File: src/rtl/noc_mux_buffered.sv
// noc_mux_buffered
// Packet-atomic N-to-1 flit multiplexer with a registered output FIFO.
// One input channel wins arbitration, either round-robin or fixed priority
// (lowest index). The winner then owns the output until its last flit has been
// accepted (wormhole lock). Accepted flits go into a small FIFO. The output side
// is driven only from FIFO registers, so out_* never depends combinationally on
// out_ready or on any input.
//
// Ports:
//   clk, rst     clock, synchronous active-high reset
//   in_flit      packed per-channel flit data
//   in_last      per-channel last-flit marker
//   in_valid     per-channel flit valid
//   in_ready     per-channel accept (at most one bit high)
//   out_flit     FIFO head flit (0 when empty)
//   out_last     FIFO head last marker (0 when empty)
//   out_valid    FIFO not empty
//   out_ready    downstream accepts the head flit
//   cur_channel  current owner while locked, otherwise the most recent owner
//   locked       a multi-flit packet is in progress
module noc_mux_buffered #(
  parameter int FLIT_WIDTH   = 32,
  parameter int CHANNELS     = 2,
  parameter int ARB_MODE     = 0,
  parameter int BUFFER_DEPTH = 2
) (
  input  logic                                clk,
  input  logic                                rst,
  input  logic [CHANNELS-1:0][FLIT_WIDTH-1:0] in_flit,
  input  logic [CHANNELS-1:0]                 in_last,
  input  logic [CHANNELS-1:0]                 in_valid,
  output logic [CHANNELS-1:0]                 in_ready,
  output logic [FLIT_WIDTH-1:0]               out_flit,
  output logic                                out_last,
  output logic                                out_valid,
  input  logic                                out_ready,
  output logic [((CHANNELS > 1) ? $clog2(CHANNELS) : 1)-1:0] cur_channel,
  output logic                                locked
);

  localparam int CW = (CHANNELS > 1) ? $clog2(CHANNELS) : 1;
  localparam int AW = $clog2(BUFFER_DEPTH);
  localparam logic [CW-1:0] LAST_CH  = CW'(CHANNELS - 1);
  localparam logic [AW:0]   CNT_FULL = (AW + 1)'(BUFFER_DEPTH);
  localparam logic [AW:0]   CNT_ONE  = (AW + 1)'(1);
  localparam logic [AW-1:0] PTR_ONE  = AW'(1);

  typedef enum logic [0:0] {
    ST_IDLE   = 1'b0,
    ST_LOCKED = 1'b1
  } state_t;

  // Returns {found, index} of the first requester at or after 'start',
  // wrapping around. Scanning downward lets the smallest offset win.
  function automatic logic [CW:0] find_first(input logic [CHANNELS-1:0] req,
                                             input int start);
    logic [CW:0] res;
    int          idx;
    res = '0;
    for (int i = CHANNELS - 1; i >= 0; i--) begin
      idx = (start + i) % CHANNELS;
      if (req[idx]) begin
        res = {1'b1, CW'(idx)};
      end else begin
        res = res;
      end
    end
    return res;
  endfunction

  state_t          state_r;
  logic [CW-1:0]   owner_r;
  logic [CW-1:0]   last_owner_r;
  logic [CW-1:0]   cur_channel_r;
  logic            locked_r;

  logic [FLIT_WIDTH:0] mem_r [BUFFER_DEPTH];
  logic [AW-1:0]   wr_ptr_r;
  logic [AW-1:0]   rd_ptr_r;
  logic [AW:0]     count_r;

  logic [CW-1:0]   grant_s;
  logic            req_s;
  logic [CW:0]     search_s;
  logic            full_s;
  logic            push_s;
  logic            pop_s;
  logic            push_last_s;
  logic [FLIT_WIDTH-1:0] push_flit_s;
  logic            head_valid_s;

  assign full_s       = (count_r == CNT_FULL);
  assign head_valid_s = (count_r != '0);
  assign push_s       = req_s & ~full_s;
  assign pop_s        = head_valid_s & out_ready;
  assign push_flit_s  = in_flit[grant_s];
  assign push_last_s  = in_last[grant_s];

  // Grant selection: the owner while locked, otherwise arbitrate among requesters.
  always_comb begin
    grant_s  = owner_r;
    req_s    = 1'b0;
    search_s = '0;
    if (state_r == ST_LOCKED) begin
      grant_s = owner_r;
      req_s   = in_valid[owner_r];
    end else begin
      if (ARB_MODE == 1) begin
        search_s = find_first(in_valid, 0);
      end else begin
        search_s = find_first(in_valid, int'(last_owner_r) + 1);
      end
      grant_s = search_s[CW-1:0];
      req_s   = search_s[CW];
    end
  end

  // One-hot ready to the granted channel, only when it requests and there is room.
  always_comb begin
    in_ready = '0;
    for (int c = 0; c < CHANNELS; c++) begin
      in_ready[c] = push_s & (grant_s == CW'(c));
    end
  end

  // Packet lock FSM and owner/status registers.
  always_ff @(posedge clk) begin
    if (rst) begin
      state_r       <= ST_IDLE;
      owner_r       <= '0;
      last_owner_r  <= LAST_CH;
      cur_channel_r <= LAST_CH;
      locked_r      <= 1'b0;
    end else begin
      case (state_r)
        ST_IDLE: begin
          if (push_s) begin
            cur_channel_r <= grant_s;
            if (push_last_s) begin
              last_owner_r <= grant_s;
            end else begin
              state_r  <= ST_LOCKED;
              owner_r  <= grant_s;
              locked_r <= 1'b1;
            end
          end
        end
        ST_LOCKED: begin
          if (push_s && push_last_s) begin
            state_r       <= ST_IDLE;
            last_owner_r  <= owner_r;
            cur_channel_r <= owner_r;
            locked_r      <= 1'b0;
          end
        end
        default: begin
          state_r  <= ST_IDLE;
          locked_r <= 1'b0;
        end
      endcase
    end
  end

  // FIFO storage; contents are masked at the output while empty, so no reset.
  always_ff @(posedge clk) begin
    if (push_s) begin
      mem_r[wr_ptr_r] <= {push_last_s, push_flit_s};
    end
  end

  // FIFO pointers and occupancy.
  always_ff @(posedge clk) begin
    if (rst) begin
      wr_ptr_r <= '0;
      rd_ptr_r <= '0;
      count_r  <= '0;
    end else begin
      if (push_s) begin
        wr_ptr_r <= wr_ptr_r + PTR_ONE;
      end
      if (pop_s) begin
        rd_ptr_r <= rd_ptr_r + PTR_ONE;
      end
      case ({push_s, pop_s})
        2'b10:   count_r <= count_r + CNT_ONE;
        2'b01:   count_r <= count_r - CNT_ONE;
        default: count_r <= count_r;
      endcase
    end
  end

  assign out_valid   = head_valid_s;
  assign out_flit    = head_valid_s ? mem_r[rd_ptr_r][FLIT_WIDTH-1:0] : '0;
  assign out_last    = head_valid_s ? mem_r[rd_ptr_r][FLIT_WIDTH] : 1'b0;
  assign cur_channel = cur_channel_r;
  assign locked      = locked_r;

endmodule

File: config.mk
export PLATFORM = sky130hd
export DESIGN_NAME = noc_mux_buffered
export DESIGN_NICKNAME = d
export VERILOG_FILES = /design/src/rtl/noc_mux_buffered.sv
export SDC_FILE = /design/constraint.sdc
export NUM_CORES = 1
export LEC_CHECK = 0
export BUFFER_PORTS_ARGS = -buffer_cell sky130_fd_sc_hd__buf_2
export CAP_MARGIN = 30
export CORE_MARGIN = 4
export CORE_UTILIZATION = 51
export DETAILED_ROUTE_END_ITERATION = 10
export GPL_TIMING_DRIVEN = 0
export PLACE_DENSITY = 0.87
export SYNTH_ARGS = -nofsm -noshare
export SYNTH_HDL_FRONTEND = slang
export SYNTH_SLANG_ARGS = --single-unit
File: constraint.sdc
create_clock -name clk -period 3.65 [get_ports clk]
set_input_delay 0.365 -clock clk [delete_from_list [all_inputs] [get_ports clk]]
set_output_delay 0.365 -clock clk [all_outputs]
set_load 0.02 [all_outputs]
# --- Yosys cells after proc, flatten, opt, wreduce, memory -nomap -nowiden ---
# Memory sizes are Yosys's and may differ from the RTL's. A register that Yosys moved wholly into a read port is not among the register bits.
# Index checks and enable logic that the tools add are counted.
totals:
  reg_bits: 9
  ramBits: 66
  in_bits: 71
  elab_cells: 80
  n_memories: 1
op_classes:
  add_sub_neg: 6
  order_cmp: 4
  eq_ne: 7
  n_mux: 37
  n_bitwise: 10
  n_reduce_logical: 7
memory_table:
  columns: ["memory", "depth", "word_bits", "read_ports", "rd_clocked_by_memory_dff", "wr", "line_no", "source"]
  rows:
  - ["mem_r", 2, 33, 1, 1, 1, "77", "logic [FLIT_WIDTH:0] mem_r [BUFFER_DEPTH];"]
ops:
  columns: ["operator", "count"]
  rows:
  - ["32-bit 2-to-1 mux", 3]
  - ["1-bit 2-to-1 mux", 27]
  - ["3-bit AND reduction", 3]
  - ["1-bit case mux with 2 select lines", 4]
  - ["2-bit by 3-bit less-than comparator with 1-bit output (second input constant)", 2]
  - ["2-bit != test (second input constant)", 3]
  - ["1-bit adder (second input constant)", 4]
  - ["1-bit bitwise AND", 4]
  - ["2-bit equality test (second input constant)", 2]
  - ["1-bit by 2-bit less-than comparator with 1-bit output (second input constant)", 2]
  - ["2-bit 2-to-1 mux", 2]
  - ["1-bit inverter", 4]
  - ["2-bit case mux with 2 select lines", 1]
  - ["2-bit nonzero test", 2]
  - ["2-bit by 1-bit adder with 2-bit output (second input constant)", 1]
  - ["1-bit bitwise AND (first input constant)", 2]
  - ["2-bit by 1-bit equality test with 1-bit output (second input constant)", 1]
  - ["2-bit by 1-bit != test with 1-bit output (second input constant)", 1]
  - ["2-bit AND reduction", 1]
  - ["2-bit by 1-bit subtractor with 2-bit output (second input constant)", 1]
  - ["1-bit logical AND", 1]

# --- Logic depth before layout (Yosys ltp) ---
depth:
  ltp_word: 14
  ltp_mapped: 6

# --- Least setup slack after synthesis ---
# Ideal clock, no wire load.
synth_path:
  path_type: "input -> register"
  startpoint: "input in_valid[0]"
  endpoint: "memory mem_r[0][0] (netlist name) (enable)"
  setup_ps: 423
  t_arrival_ps: 2225
  slack_ps: 1001
  path_stages: 3
  path_buffers: 0
  cell_sequence: "a21boi_1 o221ai_2 nor2_1"
synth_between:
  elab_chain_len: 9
  elab_cells_between_ends: 14
synth_rtl:
  columns: ["item", "line_no", "source"]
  rows:
  - ["start, declared", "31", "input logic [CHANNELS-1:0] in_valid,"]
  - ["1-bit 2-to-1 mux (not written as such) (3 in a row)", "62", "if (req[idx]) begin"]
  - ["2-bit 2-to-1 mux (2 in a row)", "62", null]
  - ["1-bit 2-to-1 mux *", "104", "if (state_r == ST_LOCKED) begin"]
  - ["1-bit bitwise AND *", "94", "assign push_s = req_s & ~full_s;"]
  - ["1-bit 2-to-1 mux *", "166", "if (push_s) begin"]
  - ["1-bit 2-to-1 mux (not written as such) *", "167", "mem_r[wr_ptr_r] <= {push_last_s, push_flit_s};"]
  - ["end, declared", "77", null]
# Every way passes the cells marked *; elsewhere a longest branch is shown, timed or not. The select of a mux whose other input is x is not followed.

# --- Worst setup path after layout ---
layout_path:
  startpoint: "register count_r[1]"
  endpoint: "output out_flit[4]"
layout_between:
  elab_chain_len: 2
layout_rtl:
  columns: ["item", "line_no", "source"]
  rows:
  - ["start, declared", "80", "logic [AW:0] count_r;"]
  - ["start signal, assigned", "185", "2'b10: count_r <= count_r + CNT_ONE;"]
  - ["start signal, assigned", "186", "2'b01: count_r <= count_r - CNT_ONE;"]
  - ["start signal, assigned", "187", "default: count_r <= count_r;"]
  - ["2-bit nonzero test", "93", "assign head_valid_s = (count_r != '0);"]
  - ["32-bit 2-to-1 mux", "193", "assign out_flit = head_valid_s ? mem_r[rd_ptr_r][FLIT_WIDTH-1:0] : '0;"]
  - ["end, declared", "33", "output logic [FLIT_WIDTH-1:0] out_flit,"]
# No other way between the ends.

==> impl_metrics.py <==
metrics = {
    "timing": {
        "fmax_ghz": 0.446,
        "setup_ws_ps": 1410,
        "drv_slew": 0,
        "worst_slew_pin_slew_ps": 977,
        "post-route-period-util_pct": 61.4,
        "maxSlewHeadroom_pct": 34.7,
        "finalSetupViolCount": 0,
        "fin_worst_skew_ps": 8.25,
        "hold_violations": 0,
        "rsz0062_at_grt": "no",
        "hold_slack_ps": 270,
        "fin_setup_tns_ps": 0,
        "finalCriticalPeriod_ps": 2240,
    },
    "synthesis": {
        "synth_top_cell_by_area": "edfxtp_1",
        "synth_common_cells": "66 x edfxtp_1, 43 x nor2_1, 35 x mux2i_1",
        "synth-compound-area-share_pct": 4.19,
        "synth-xor-area-share_pct": 0.745,
        "ys.flop_type": "edfxtp_1",
        "postSynthAreaPerCell_um2": 14.6,
        "yosys.area_share.adder_pct": 0,
        "synth-seq-area-share_pct": 61.9,
        "syn-cell-area_um2": 3530,
        "synth_edf_count": 66,
        "netlist_instances": 242,
        "synthTopCellsByArea": "edfxtp_1 56%, mux2_4 11%, mux2i_1 9.9%",
        "synth_top_family_by_area": "multiplexers",
        "synth_cell_types": 30,
        "synth-async-reset-ratio_pct": 0,
        "ys_warn_count": 0,
        "syn_nets": 313,
        "synthMuxAreaShare_pct": 23.0,
        "ys_seq_elements": 76,
        "synth-simple-area-share_pct": 7.24,
        "synth_most_common_cell": "edfxtp_1",
        "synth_top_area_share_pct": 56.2,
    },
    "floorplan": {
        "start_util_pct": 52.2,
        "dieArea_um2": 8310,
        "die-width_um": 91.1,
        "std_cell_rows": 30,
        "core_area_um2": 6760,
        "pin_count": 109,
        "dieHeight_um": 91.1,
    },
    "final_layout": {
        "seqCellArea_um2": 2180,
        "finalCoreUtilization_pct": 64.9,
        "area_growth_pct": 24.3,
        "multi_input_area_um2": 1250,
        "fin_nets": 432,
        "drive_above_1_share_pct": 45.1,
        "fill_cells": 508,
        "final_cells": 446,
        "antenna_cells": 0,
        "stdcell_area_um2": 4380,
    },
    "clock_network": {
        "clockRootBuffer": "clkbuf_8",
        "insertion_delay_ps": 340,
        "cts_resized": 0,
        "cts_buffers": 9,
        "cts.sinks": 76,
        "clockBufferDepth": 2,
        "cts_tree": "built",
        "cts.htree.levels": 3,
        "path_clk_slew_ps": 70,
        "cts.hold.buffers_added": 0,
        "postCtsSetupRepairBufs": 0,
    },
    "routing": {
        "drc": 0,
        "drtIter0Drc": 91,
        "ant_nets": 0,
        "routed-wl-met2_um": 3640,
        "wl_met1_um": 2810,
        "vias_per_cell": 5.14,
        "dr_total_vias": 2292,
        "first_pass_iters": 4,
        "top_layer": "met4",
        "wirelength_um": 6910,
        "route.met3.wl_um": 350,
        "drt-wirelength-per-cell_um": 15.5,
    },
    "power": {
        "powerDensity_nw_per_um2": 548,
        "total_power_mw": 2.40,
        "ir_drop_mv": 0.246,
        "leakage_nw": 1.87,
    },
    "run": {
        "max_cap_viol_count": 0,
    },
    "grt": {
        "grt-ovfl-total": 0,
        "grt_max_degree": 34,
        "grt_pass1_vias": 2348,
        "grt_antenna_before_repair": 0,
        "grt_pass1_wl_um": 11200,
        "track_usage_pct": 17.4,
    },
    "critical_path": {
        "crit_fanout": 10,
        "worst_ep_required_time_ps": 3280,
        "slowest_delay_ps": 460,
        "crit_path_end_kind": "output port",
        "critical_path_arrival_ps": 1870,
        "crit_slowest_cell": "nor2_1",
        "start_kind": "flip-flop",
        "crit_family": "buffers and inverters",
        "cp_num_buf_inv": 2,
        "critPathKind": "reg2out",
        "crit_chain": "nor2_1, clkbuf_1, nor2_1, buf_2",
        "crit_path_frequent_cell": "nor2_1",
    },
    "placed_design": {
        "dp_cells": 430,
        "place_congestion": 0.791,
        "place_area_um2": 4180,
        "place_ws_ps": 1410,
        "dp_hpwl_um": 4980,
        "io_buffers": 108,
    },
    "min_path": {
        "hold_class": "in2reg",
    },
    "outcome": {
        "run_status": "finished clean",
    },
}
-- where the power goes --
group	total, mW	leakage (nW)	switching, mW	internal [mW]
Clock	0.662	0.0990	0.283	0.378
Sequential	1.14	0.710	0.0393	1.10
Combinational	0.594	1.06	0.353	0.240
-- final cells by class --
| cell class | count | area share (%) |
|---|---|---|
| Clock inverter | 6 | 1.80 |
| Timing Repair Buffer | 108 | 12.3 |
| Inverter | 4 | 0.343 |
| Sequential cell | 76 | 49.8 |
| Tap cell | 80 | 2.28 |
| Buffer | 12 | 2.00 |
| Multi-Input combinational cell | 150 | 28.5 |
| Clock buffer | 10 | 2.91 |
-- per-layer routing --
layer / track usage (%) / up-vias
met5: 0 / -
met4: 6.78 / 0
met3: 4.64 / 10
met2: 30.7 / 69
met1: 20.0 / 1085
li1: - / 1128
-- layout by cell type (no fill, tap or decap), types with 4 or more instances in the layout --
cell type	count
nand2_1	8
clkbuf_1	6
mux2i_1	35
clkbuf_8	9
nor2_1	42
dfxtp_1	10
mux2_4	27
mux2_2	5
edfxtp_1	66
o21ai_0	4
inv_1	4
buf_2	111
-- cell families after synthesis --
group	count (synthesis)
muxes	67
xor gates and xnor gates	3
and+or+nand+nor	60
AOI/OAI and AO/OA	20
buffers and inverters	16
DFF	76
-- state kept, by name (all words and copies together), names as in the netlist, named ones only --
signal,cells
mem_r,66
count_r,2
cur_channel,1
last_owner_r,1
locked,1
owner_r,1
rd_ptr_r,1
wr_ptr_r,1
-- worst paths after layout --
path | slack, ps | depth (start not counted) | start | end
min reg2reg | 470 | 2 | cur_channel | cur_channel
max | 1410 | 4 | count_r[1] | out_flit[4]
min | 270 | 2 | out_ready | count_r[1]
max reg2reg | 1540 | 3 | flip-flop | mem_r[0][16]
No activity file was read; power rests on OpenSTA's default activity.
